`src/rtl/mic_array_scheduler.sv`:
```
// I2S master for NUM_LINES stereo MEMS mic lines: generates SCK/WS, captures each slot and
// drains committed slots as a round-robin valid/ready stream tagged with channel index.
module mic_array_scheduler #(
  parameter int unsigned NUM_LINES   = 4,
  parameter int unsigned SCK_DIV     = 32,
  parameter int unsigned SAMPLE_BITS = 24
) (
  input  logic                           clk_in,
  input  logic                           rst_in,
  input  logic                           enable,
  input  logic [NUM_LINES-1:0]           mic_data,
  output logic                           mic_sck,
  output logic                           mic_ws,
  output logic [SAMPLE_BITS-1:0]         sample_out,
  output logic [$clog2(2*NUM_LINES)-1:0] sample_chan,
  output logic                           sample_valid,
  input  logic                           sample_ready,
  output logic                           frame_start,
  output logic                           overflow
);

  localparam int unsigned DivW  = $clog2(SCK_DIV);
  localparam int unsigned LineW = (NUM_LINES > 1) ? $clog2(NUM_LINES) : 1;
  localparam int unsigned PendW = $clog2(NUM_LINES + 1);
  localparam int unsigned ChanW = $clog2(2 * NUM_LINES);

  localparam logic [DivW-1:0]  RiseAt   = DivW'(SCK_DIV / 2 - 1);
  localparam logic [DivW-1:0]  LastDiv  = DivW'(SCK_DIV - 1);
  localparam logic [4:0]       LastPos  = 5'(SAMPLE_BITS);
  localparam logic [PendW-1:0] PendFull = PendW'(NUM_LINES);

  logic [DivW-1:0]        r_div_cnt;
  logic [5:0]             r_bit_cnt;
  logic                   r_sck;
  logic                   r_frame_start;
  logic                   r_first;
  logic [NUM_LINES-1:0]   r_data;
  logic [SAMPLE_BITS-1:0] r_shift [NUM_LINES];
  logic [SAMPLE_BITS-1:0] r_batch [NUM_LINES];
  logic [PendW-1:0]       r_pending;
  logic [LineW-1:0]       r_line;
  logic                   r_side;
  logic                   r_overflow;

  logic       w_rise;
  logic       w_fall;
  logic [4:0] w_pos;
  logic       w_capture;
  logic       w_commit;
  logic       w_valid;
  logic       w_xfer;

  assign w_rise    = enable && (r_div_cnt == RiseAt);
  assign w_fall    = enable && (r_div_cnt == LastDiv);
  assign w_pos     = r_bit_cnt[4:0];
  // I2S one-bit delay: MSB sits at slot position 1
  assign w_capture = w_rise && (w_pos != 5'd0) && (w_pos <= LastPos);
  assign w_commit  = w_fall && (w_pos == 5'd31);
  assign w_valid   = (r_pending != '0);
  assign w_xfer    = w_valid && sample_ready;

  always_ff @(posedge clk_in or posedge rst_in) begin
    if (rst_in) begin
      r_div_cnt     <= '0;
      r_bit_cnt     <= '0;
      r_sck         <= 1'b0;
      r_frame_start <= 1'b0;
      r_first       <= 1'b1;
    end else if (!enable) begin
      r_div_cnt     <= '0;
      r_bit_cnt     <= '0;
      r_sck         <= 1'b0;
      r_frame_start <= 1'b0;
      r_first       <= 1'b1;
    end else begin
      r_div_cnt     <= w_fall ? '0 : r_div_cnt + 1'b1;
      r_frame_start <= w_fall && ((r_bit_cnt == 6'd63) || r_first);
      if (w_rise) begin
        r_sck <= 1'b1;
      end
      if (w_fall) begin
        r_sck     <= 1'b0;
        r_bit_cnt <= r_bit_cnt + 6'd1;
        r_first   <= 1'b0;
      end
    end
  end

  always_ff @(posedge clk_in or posedge rst_in) begin
    if (rst_in) begin
      r_data <= '0;
      for (int i = 0; i < int'(NUM_LINES); i++) begin
        r_shift[i] <= '0;
      end
    end else begin
      r_data <= mic_data;
      for (int i = 0; i < int'(NUM_LINES); i++) begin
        if (!enable) begin
          r_shift[i] <= '0;
        end else if (w_capture) begin
          r_shift[i] <= {r_shift[i][SAMPLE_BITS-2:0], r_data[i]};
        end
      end
    end
  end

  // A new commit always wins: the unsent tail of the old batch is dropped.
  always_ff @(posedge clk_in or posedge rst_in) begin
    if (rst_in) begin
      for (int i = 0; i < int'(NUM_LINES); i++) begin
        r_batch[i] <= '0;
      end
      r_pending  <= '0;
      r_line     <= '0;
      r_side     <= 1'b0;
      r_overflow <= 1'b0;
    end else if (w_commit) begin
      r_batch   <= r_shift;
      r_pending <= PendFull;
      r_line    <= '0;
      r_side    <= r_bit_cnt[5];
      if (w_valid && !((r_pending == PendW'(1)) && w_xfer)) begin
        r_overflow <= 1'b1;
      end
    end else if (w_xfer) begin
      r_pending <= r_pending - 1'b1;
      r_line    <= r_line + 1'b1;
    end
  end

  assign mic_sck      = r_sck;
  assign mic_ws       = r_bit_cnt[5];
  assign frame_start  = r_frame_start;
  assign overflow     = r_overflow;
  assign sample_valid = w_valid;
  assign sample_out   = r_batch[r_line];
  assign sample_chan  = ChanW'({r_line, r_side});

endmodule

```
`config.mk`:
```
export PLATFORM = sky130hd
export DESIGN_NAME = mic_array_scheduler
export DESIGN_NICKNAME = d
export VERILOG_FILES = /design/src/rtl/mic_array_scheduler.sv
export SDC_FILE = /design/constraint.sdc
export NUM_CORES = 1
export LEC_CHECK = 0
export BUFFER_PORTS_ARGS = -buffer_cell sky130_fd_sc_hd__clkbuf_2
export CORE_ASPECT_RATIO = 1.75
export CORE_MARGIN = 4
export CORE_UTILIZATION = 45
export CTS_BUF_LIST = sky130_fd_sc_hd__clkbuf_4 sky130_fd_sc_hd__clkbuf_8
export CTS_CLUSTER_DIAMETER = 200
export CTS_CLUSTER_SIZE = 20
export DETAILED_ROUTE_END_ITERATION = 10
export GPL_ROUTABILITY_DRIVEN = 0
export GPL_TIMING_DRIVEN = 0
export SYNTH_ARGS = -nofsm -noshare
export SYNTH_HDL_FRONTEND = slang
export SYNTH_SLANG_ARGS = --single-unit
```
`constraint.sdc`:
```
create_clock -name clk_in -period 9.9 [get_ports clk_in]
set_input_delay 1.98 -clock clk_in [delete_from_list [all_inputs] [get_ports clk_in]]
set_output_delay 1.98 -clock clk_in [all_outputs]
set_load 0.005 [all_outputs]
```
Yosys cells after proc, flatten, opt, wreduce, memory -nomap -nowiden:

Cells that the tools add are included.

* bits in registers: 217
* input port bits: 8
* output and inout port bits: 32
* word-level logic and storage cells: 73

* add/sub/neg operators: 4
* magnitude comparators: 2
* eq/ne operators: 8
* mux-type cells: 25
* bitwise logic cells: 1
* reductions and logical operators: 15

Operators by type and width (count)
* 2-to-1 mux 24 bit: 10
* binary-select mux 24 bit (select 2 bit): 1
* 2-to-1 mux 6 bit: 2
* equality test 5 bit, second input constant: 2
* 2-to-1 mux 5 bit: 2
* logical AND 1 bit: 9
* adder 6 x 1 -> 6 bit, second input constant: 1
* equality test 6 bit, second input constant: 1
* 2-to-1 mux 1 bit: 6
* 2-to-1 mux 3 bit: 2
* adder 5 x 1 -> 5 bit, second input constant: 1
* equality test 5 x 4 -> 1 bit, second input constant: 1
* less-or-equal comparator 5 bit, second input constant: 1
* nonzero test 5 bit: 1
* 2-to-1 mux 2 bit: 2
* inequality test 2 x 1 -> 1 bit, second input constant: 2
* equality test 3 x 1 -> 1 bit, second input constant: 1
* greater-or-equal comparator 3 bit, second input constant: 1
* inequality test 3 x 1 -> 1 bit, second input constant: 1
* NOT 2 -> 3 bit: 1
* nonzero test 3 bit: 1
* subtractor 3 x 1 -> 3 bit, second input constant: 1
* adder 2 x 1 -> 2 bit, second input constant: 1
* AND reduction 2 bit: 1
* other kinds (3): 3

Logic depth before layout (Yosys ltp):

Gate-level depths: netlist of the first run.

* word-level depth: 6
* depth in mapped cells: 9
* gate-level depth less buffers: 6

Least setup slack after synthesis of the first run:

No wires, ideal clock.

* path kind: register to output
* from: register r_line[0]
* to: output sample_out[10]
* data arrival time: 1.408 ns
* required time: 7.920 ns
* slack: 6.512 ns
* cell stages (with the launch flop): 4
* path buffers: 2
* cell sequence: dfrtp_1 > buf_2 > buf_2 > mux4_2

* cells in the longest elaborated chain, start to end: 4

Ends and longest elaborated chain
* from (decl): line 41 `logic [LineW-1:0] r_line;`
* from (signal assigned): line 127 `r_line <= r_line + 1'b1;`
* NOT 2 -> 3 bit (not written as such): line 136 `assign sample_out = r_batch[r_line];`
* binary-select mux 24 bit (select 2 bit): line 136
* 2-to-1 mux 24 bit (not written as such) (2 in series): line 136
* to (decl): line 14 `output logic [SAMPLE_BITS-1:0] sample_out,`

Every way passes these cells. The select of a mux whose other input is x is not followed.

Final worst setup path of the first run:

* from: register r_line[1]
* to: output sample_out[7]

The elaborated chain is that of the path after synthesis.

==> results of run 1 <==
[registers in the layout (all words and copies together) (netlist names)]
| signal | flops |
|---|---|
| r_shift | 96 |
| mic_sck | 1 |
| overflow | 1 |
| r_line | 2 |
| r_div_cnt | 5 |
| r_bit_cnt | 6 |
| r_side | 1 |
| r_first | 1 |
| r_batch | 96 |
| r_pending | 3 |
| r_data | 4 |
| frame_start | 1 |
[area by class of cell]
cell class                 instances  area [µm²]
buffer                            53         312
clock buffer                      15         206
clock inverter                     1        5.00
fill                            1898        9980
inverter                          12        52.6
multi-input combinational        576        3400
sequential                       217        5430
tap                              245         307
timing repair buffer              38         213
[metrics by stage]
step	hold WS [ns]	power (mW)
3_3_place_gp	0.447	1.10
5_1_grt	0.489	1.56
6_report	0.465	1.49
4_1_cts	0.474	1.51
2_1_floorplan	0.433	1.05
3_5_place_dp	0.448	1.10
[placed cells by master, fill, tap and decap left out, types with 2 or more instances in the layout]
master | netlist | routed
sky130_fd_sc_hd__nor2b_1 | 2 | 2
sky130_fd_sc_hd__xor2_1 | 3 | 3
sky130_fd_sc_hd__nor2_1 | 12 | 12
sky130_fd_sc_hd__clkbuf_2 | 0 | 37
sky130_fd_sc_hd__xnor2_1 | 2 | 2
sky130_fd_sc_hd__o21ai_0 | 6 | 6
sky130_fd_sc_hd__nand2b_1 | 2 | 2
sky130_fd_sc_hd__ha_1 | 9 | 9
sky130_fd_sc_hd__buf_4 | 7 | 7
sky130_fd_sc_hd__clkbuf_1 | 32 | 32
sky130_fd_sc_hd__a21oi_1 | 7 | 7
sky130_fd_sc_hd__buf_2 | 4 | 4
sky130_fd_sc_hd__and3_1 | 4 | 4
sky130_fd_sc_hd__buf_12 | 5 | 5
sky130_fd_sc_hd__nand3_1 | 5 | 5
sky130_fd_sc_hd__mux4_2 | 24 | 24
sky130_fd_sc_hd__clkbuf_8 | 0 | 15
sky130_fd_sc_hd__mux2i_1 | 98 | 98
sky130_fd_sc_hd__inv_1 | 12 | 11
sky130_fd_sc_hd__nand2_1 | 394 | 394
sky130_fd_sc_hd__dfrtp_1 | 216 | 216
sky130_fd_sc_hd__buf_1 | 5 | 5
[logic make-up after synthesis]
family | Yosys count
multiplexers | 122
buffers and inverters | 65
XOR/XNOR | 5
flip-flops | 217
AND/OR/NAND/NOR | 423
adder cells (fa/ha/maj) | 9
AO/OA/AOI/OAI | 17
[critical path, delay by kind of cell, from the launching register on]
family / cells / cell delay [ns]
buf+inv: 3 / 1.21
mux: 1 / 0.44
flops: 1 / 0.38
[layer usage]
| metal | track usage (%) | part of all wire (%) |
|---|---|---|
| met5 | 0 | 0 |
| met4 | 5.81 | 3.1 |
| met3 | 1.87 | 2.5 |
| met2 | 32.6 | 53 |
| met1 | 23.7 | 41 |
[power by group through the flow]
stage | logic [mW] | registers [mW] | clock network, mW
6_report | 0.175 | 0.906 | 0.407
5_1_grt | 0.192 | 0.908 | 0.456
4_1_cts | 0.179 | 0.906 | 0.425
3_5_place_dp | 0.178 | 0.923 | 0
3_3_place_gp | 0.174 | 0.924 | 0
2_1_floorplan | 0.127 | 0.922 | 0
[worst paths after layout]
path	end	slack (ns)	cells after the start
hold reg to reg	r_batch[28]	0.46	2
setup / recovery	sample_out[7]	5.39	4
hold / removal	r_batch[28]	0.46	2
max in group asynchronous	r_shift[6]	7.24	3
setup reg to reg	r_pending[2]	7.01	8
min in group asynchronous	r_batch[64]	1.60	2
==> results by stage, run 1 <==
Yosys:
- After Yosys synthesis, and, or, nand and nor cells account for 17.7% of the synthesized area.
- After synthesis, the largest area contributor takes up about three fifths of total cell area.
- By count the netlist is led by 394 x sky130_fd_sc_hd__nand2_1, 216 x sky130_fd_sc_hd__dfrtp_1, 98 x sky130_fd_sc_hd__mux2i_1.
- Counting every net in the synthesized netlist gives approximately 880.
- Yosys printed 0 warnings.
- The post-synthesis xor/xnor area fraction is 0.477%.
- The proportion of synthesized chip area in sequential cells is 59.1%.
- Counting flops with an async set or reset pin after synthesis yields a share of 100%.
- The top cell type by total area after synthesis is sky130_fd_sc_hd__dfrtp_1.
- The synthesized netlist cell count is 858.
- The synthesized design contains 0 enable-type register cells.
- The area share of fa/ha/maj cells after synthesis is under 10%.
- A synthesized cell averages 10.7 µm².
- The synthesized netlist devotes a little over 1% of its cell area to compound gates.
- The multiplexer fraction of the synthesized cell area is 16.6%.
- Among all cell types in the netlist, the one instantiated most often is sky130_fd_sc_hd__nand2_1.
- The predominant post-synthesis flop cell is sky130_fd_sc_hd__dfrtp_1.
- The combinational family with the most area after synthesis is simple AND/OR/NAND/NOR gates.
- In the post-synthesis netlist, the biggest area contributors are sky130_fd_sc_hd__dfrtp_1 59%, sky130_fd_sc_hd__nand2_1 16%, sky130_fd_sc_hd__mux2i_1 11%, sky130_fd_sc_hd__mux4_2 5.9%, sky130_fd_sc_hd__clkbuf_1 1.3%.
- The mapped cell area is ~9000 µm².
- Synthesis inferred 217 register bits.
- The number of different library cells in the post-synthesis netlist is 29.

Worst setup path:
- On the critical path, the stage with the largest delay is an instance of sky130_fd_sc_hd__buf_1.
- The source of the critical timing path is r_line[1].
- The largest single stage delay on the critical path is 0.59 ns.
- By startpoint and endpoint, the worst setup path is classified as reg -> out.
- The endpoint arrival time on the critical path is ~2.5 ns.
- Of all nets on the critical path, the largest fanout is 10.
- The required time at the endpoint of the critical path is between 7 and 8 ns.
- The critical path goes through clkbuf_1, buf_1, mux4_2, clkbuf_2.
- The sort of element at the end of the critical path is a primary output.
- STA classifies the critical path startpoint as a flop.
- The launch point of the worst reg-to-reg path is r_div_cnt[0].

GRT:
- The initial antenna violation count is 0.
- The largest net degree at the start of global routing is 118.
- The overall fraction of global-route tracks in use is 18.4%.
- The via count of the first global-routing pass is 6263.
- The aggregate global routing overflow is 0.
- The first-pass GRT wire length is 33000 µm.

Floorplan:
- For this configuration, the core starts out at a cell density of 46.2%.
- The initialized floorplan defines just under 70 standard-cell rows.
- In this run the horizontal extent of the chip is 116 µm.
- The area of the placeable core is roughly 20000 µm².
- For this design the top-level I/O count stands at 40.
- The die covers 22900 µm².
- In this run the vertical extent of the chip is roughly 200 µm.

Min path:
- The launch instance of the worst min-delay path is r_shift[28].
- The class of the tightest hold or removal check is reg -> reg.

Finish:
- Once layout is done, the placed cells without fillers occupy 9930 µm².
- The post-synthesis to final-layout area growth is 8.03%.
- The net count of the finished layout is 929.
- The number of antenna diodes in the final layout is 0.
- The count of placed standard cells in the final layout, fillers left out is ~1200.
- The share of post-route cells with drive strength above 1 is about a tenth.
- For this run, the share of the core covered by cells in the final layout is 49.9%.

CTS:
- TritonCTS built the clock tree.
- The deepest level of the CTS H-tree is 1.
- The source-to-sink clock delay at the later pin of the worst-skew pair is around 0.51 ns.
- The root buffer cell is sky130_fd_sc_hd__clkbuf_8.
- For this design, the CTS-stage hold fixing added 0 buffers.
- The clock-pin slew of the registers on the worst-case setup and hold paths is 0.13 ns.
- Clock tree synthesis found a total of between 200 and 250 sinks.
- The clock passes through at most 3 buffers.
- The number of gates given a new drive strength after cts is 0.
- In this run the post-CTS setup repair buffer count came out at 0.
- Clock tree synthesis inserted a total of 14 buffers.

Detailed routing:
- In the routed design, unresolved DRC markers number 0.
- In the final routed layout, each cell accounts on average for ~18 µm.
- The average via count per standard cell is ~5.1.
- The detailed router finished its first iteration with about 280 violations.
- The number of vias after detailed routing is 5954.
- The first detailed-routing pass took 4 iterations.
- The number of nets still failing antenna checks after routing is 0.
- Wires add up to 20300 µm.

STA:
- The total count of hold-check failures in the final report was 0.
- The final setup slack of the worst path is 5.39 ns.
- The worst pin sits at a relative slew slack of between 40% and 50%.
- The final critical-path required period is 4.51 ns.
- The portion of the clock cycle consumed by the worst path in the final layout is 45.5%.
- Setup repair after global routing left no endpoint under its margin.
- The actual slew at the worst max-slew pin is 0.822 ns.
- Timing would allow up to 222 MHz.
- The max-slew violation total from the final report is 0.
- The final setup skew is 0.0171 ns.
- Setup violations remaining at the end of the flow were counted as 0.
- The total negative setup slack is 0 ns.

Power and ir drop:
- The share of total power dissipated in combinational logic is about an eighth.
- The switching power of the nets is 0.387 mW.
- The share of total power in the clock network is 27.4%.
- The power share of the sequential group is 60.9%.
- In this run the power density over the cells is 150 nW/µm².
- The worst IR drop on VDD is 0.113 mV.
- In this run the static leakage power is about 5.6 nW.
- The switching part of the total is 26.0%.
- The internal power is 1.10 mW.

Run:
- The max-cap check violation count is 0.

Place:
- Timing analysis after detailed placement gives a worst setup slack of 5.91 ns.
- In this run the tool buffered the top-level ports with 37 buffer cells.
- The half-perimeter wire length after detailed placement is 14800 µm.
- The cell area after placement is 9720 µm².
- In this run, placement finished with an instance count of 1141.

Run status:
- The flow ran to the end, and the final reports show no timing, DRC or antenna violations.
Note: power is estimated with default switching activity, not from simulation.
==> run 2, diff against run 1 <==
==> constraint.sdc (replaced) <==
create_clock -name clk_in -period 4.5 [get_ports clk_in]
set_input_delay 0.9 -clock clk_in [delete_from_list [all_inputs] [get_ports clk_in]]
set_output_delay 0.9 -clock clk_in [all_outputs]
set_load 0.005 [all_outputs]
==> results by stage, run 2 (same netlist as run 1, synthesis figures left out) <==
Floorplan:
- The die area is 22900 µm² (unchanged).
- The horizontal die dimension is 116 µm (unchanged).
- The total I/O pin count was 40 (unchanged).
- The placement row count is 68 (unchanged).
- The initial core utilization is 46.2% (unchanged).
- The die outline height is 197 µm (unchanged).
- The area of the placeable core is 19900 µm² (unchanged).

Detailed routing:
- The number of vias after detailed routing is 5895 (was 5954).
- The detail-routed net length per standard cell came to 16.9 µm (was 17.6 µm).
- The post-route DRC violation count is 0 (unchanged).
- The average via count per standard cell came to 5.08 (was 5.15).
- The number of iterations in the first detailed-routing pass was 5 (was 4).
- The number of nets still failing antenna checks after routing is 0 (unchanged).
- The detailed-route wire length was 19700 µm (was 20300 µm).
- The number of DRC markers in iteration 0 is 282 (was 275).

Place:
- The half-perimeter wire length after detailed placement is 15000 µm (was 14800 µm).
- The number of buffers added on ports is 37 (unchanged).
- The number of placed instances, taps included is 1145 (was 1141).

Power and ir drop:
- The worst IR drop on VDD is 0.261 mV (was 0.113 mV).
- The total power after layout was 3.25 mW (was 1.49 mW).
- The leakage component of the power came to 5.66 nW (was 5.63 nW).
- The power density normalized to cell area came to 326 nW/µm² (was 150 nW/µm²).

STA:
- The actual slew at the worst max-slew pin is 0.797 ns (was 0.822 ns).
- The relative slew slack is 46.8% (was 45.2%).
- The max-slew violation total from the final report is 0 (unchanged).
- The final critical-path required period is 3.36 ns.
- Unrepaired setup endpoints after global routing: no (unchanged).
- The worst hold margin is 0.465 ns (about the same).
- Dividing the final minimum period by the clock period gives between 70% and 80%.
- The total count of hold-check failures in the final report is 0 (unchanged).
- The number of setup violations in the final report came to 0 (unchanged).
- The maximum clock frequency is between 200 and 300 MHz.
- The final setup skew was 0.0209 ns (was 0.0171 ns).

Finish:
- Largest registers: r_batch: 96 flops, r_shift: 96 flops, r_bit_cnt: 6 flops (unchanged).
- The post-synthesis to final-layout area growth is 8.78% (was 8.03%).
- The most common library cell in the layout ignoring fill and taps is sky130_fd_sc_hd__nand2_1 (unchanged).
- Most frequent cells in the layout: 394 x sky130_fd_sc_hd__nand2_1, 216 x sky130_fd_sc_hd__dfrtp_1, 98 x sky130_fd_sc_hd__mux2i_1 (unchanged).
- The total inserted antenna cells is 0 (unchanged).
- The number of nets in the final layout is 933 (was 929).
- The count of placed standard cells in the final layout, fillers left out was 1161 (was 1157).
- The share of post-route cells with drive strength above 1 is 10.9% (was 10.5%).

Worst setup path:
- The launch point of the worst reg-to-reg path is r_div_cnt[0] (unchanged).
- The sort of element at the end of the critical path is a primary output (unchanged).
- The startpoint type of the worst setup path is a flop (unchanged).
- The required time at the endpoint of the critical path is 3.60 ns (was 7.92 ns).
- The logic depth of the worst register-to-register path is 8 (unchanged).
- The endpoint arrival time on the critical path is 2.46 ns (was 2.53 ns).
- The startpoint-to-endpoint class of the critical path is reg -> out (unchanged).
- The largest driver fanout on the critical path is 10 (unchanged).
- The capturing point of the worst reg2reg path is r_pending[2] (unchanged).
- The reg-to-reg setup timing slack is 1.75 ns (was 7.01 ns).

Run status:
- Status: complete, no violations (unchanged).

Run:
- The max-cap check violation count was 0 (unchanged).

CTS:
- The source-to-sink clock delay at the later pin of the worst-skew pair was 0.50 ns (was 0.51 ns).
- The clock-pin slew of the registers on the worst-case setup and hold paths was 0.12 ns (was 0.13 ns).
- The clock net sink count came to 217 (unchanged).
- The clock buffer count from CTS is 14 (unchanged).
- The clock tree from TritonCTS is yes (unchanged).
- The count of hold buffers inserted by post-cts repair is 0 (unchanged).
- The number of post-CTS setup repair buffers is 0 (unchanged).
- The root buffer cell was sky130_fd_sc_hd__clkbuf_8 (unchanged).
- The deepest level of the CTS H-tree is 1 (unchanged).
- The number of gates given a new drive strength after cts was 0 (unchanged).
- The deepest clock path buffer count came to 3 (unchanged).

GRT:
- The first-pass GRT wire length is 33100 µm (was 33000 µm).
- The aggregate global routing overflow is 0 (unchanged).
- The initial antenna violation count came to 0 (unchanged).
- The largest net degree at the start of global routing is 43 (was 118).
- The overall fraction of global-route tracks in use is 18.2% (was 18.4%).
- The via count of the first global-routing pass is 6281 (was 6263).

Min path:
- The end of the worst hold path is r_batch[40] (was r_batch[28]).
- The class of the tightest hold or removal check is reg -> reg (unchanged).
- The launch instance of the worst min-delay path is r_shift[40] (was r_shift[28]).
- The number of instances on the worst hold path was 2 (unchanged).
## run 2: changes by cell type in the layout (fill, tap and decap cells not counted)
cell,previous run,this run
sky130_fd_sc_hd__clkinvlp_4,0,1
sky130_fd_sc_hd__buf_12,5,10
sky130_fd_sc_hd__buf_16,1,0
sky130_fd_sc_hd__inv_8,1,0
## run 2: metal layers
| metal | global-route usage [%] | part of all wire [%] |
|---|---|---|
| met2 | 32.7 | 53 |
| met4 | 4.69 | 2.3 |
| met5 | 0 | 0 |
| met3 | 2.12 | 2.7 |
| met1 | 23.3 | 42 |
## run 2: worst max path at each step
stage	from	end	depth (start not counted)
final	r_line[1]	sample_out[21]	4
after global placement	rst_in	r_shift[18]	2
after global routing	r_line[1]	sample_out[20]	4
after CTS	r_line[1]	sample_out[21]	4
after floorplan	rst_in	frame_start	1
after detailed placement	r_line[1]	sample_out[21]	4
## run 2: stage by stage
step	utilization (%)	setup slack [ns]	area, µm²	TNS [ns]
floorplan	-	0.775	9190	0
global placement	48.6	-0.634	9690	-129.89
detailed placement	49.2	1.64	9790	0
CTS	50.2	1.08	10000	0
global route	50.2	1.02	10000	0
finish	50.2	1.14	10000	0
## run 2: area by class of cell
cell class,instances,area [µm²]
fillers,1889,9910
flip-flops and latches,217,5430
multi-input cells,576,3400
plain buffers,53,312
well taps,245,307
repair buffers,42,285
clock buffers,15,206
inverters,12,48.8
clock inverters,1,5.00
## run 2: power breakdown
| part | switching (mW) | internal, mW | leakage (nW) |
|---|---|---|---|
| registers | 0.0201 | 1.98 | 3.01 |
| logic | 0.231 | 0.144 | 2.54 |
| clock network | 0.578 | 0.305 | 0.112 |
## run 2: worst max-delay path, stage by stage, from the launching register on
cell and delay, ns:
sky130_fd_sc_hd__dfrtp_1 0.42, sky130_fd_sc_hd__clkbuf_1 0.40, sky130_fd_sc_hd__clkbuf_1 0.57, sky130_fd_sc_hd__mux4_2 0.44, sky130_fd_sc_hd__clkbuf_2 0.13
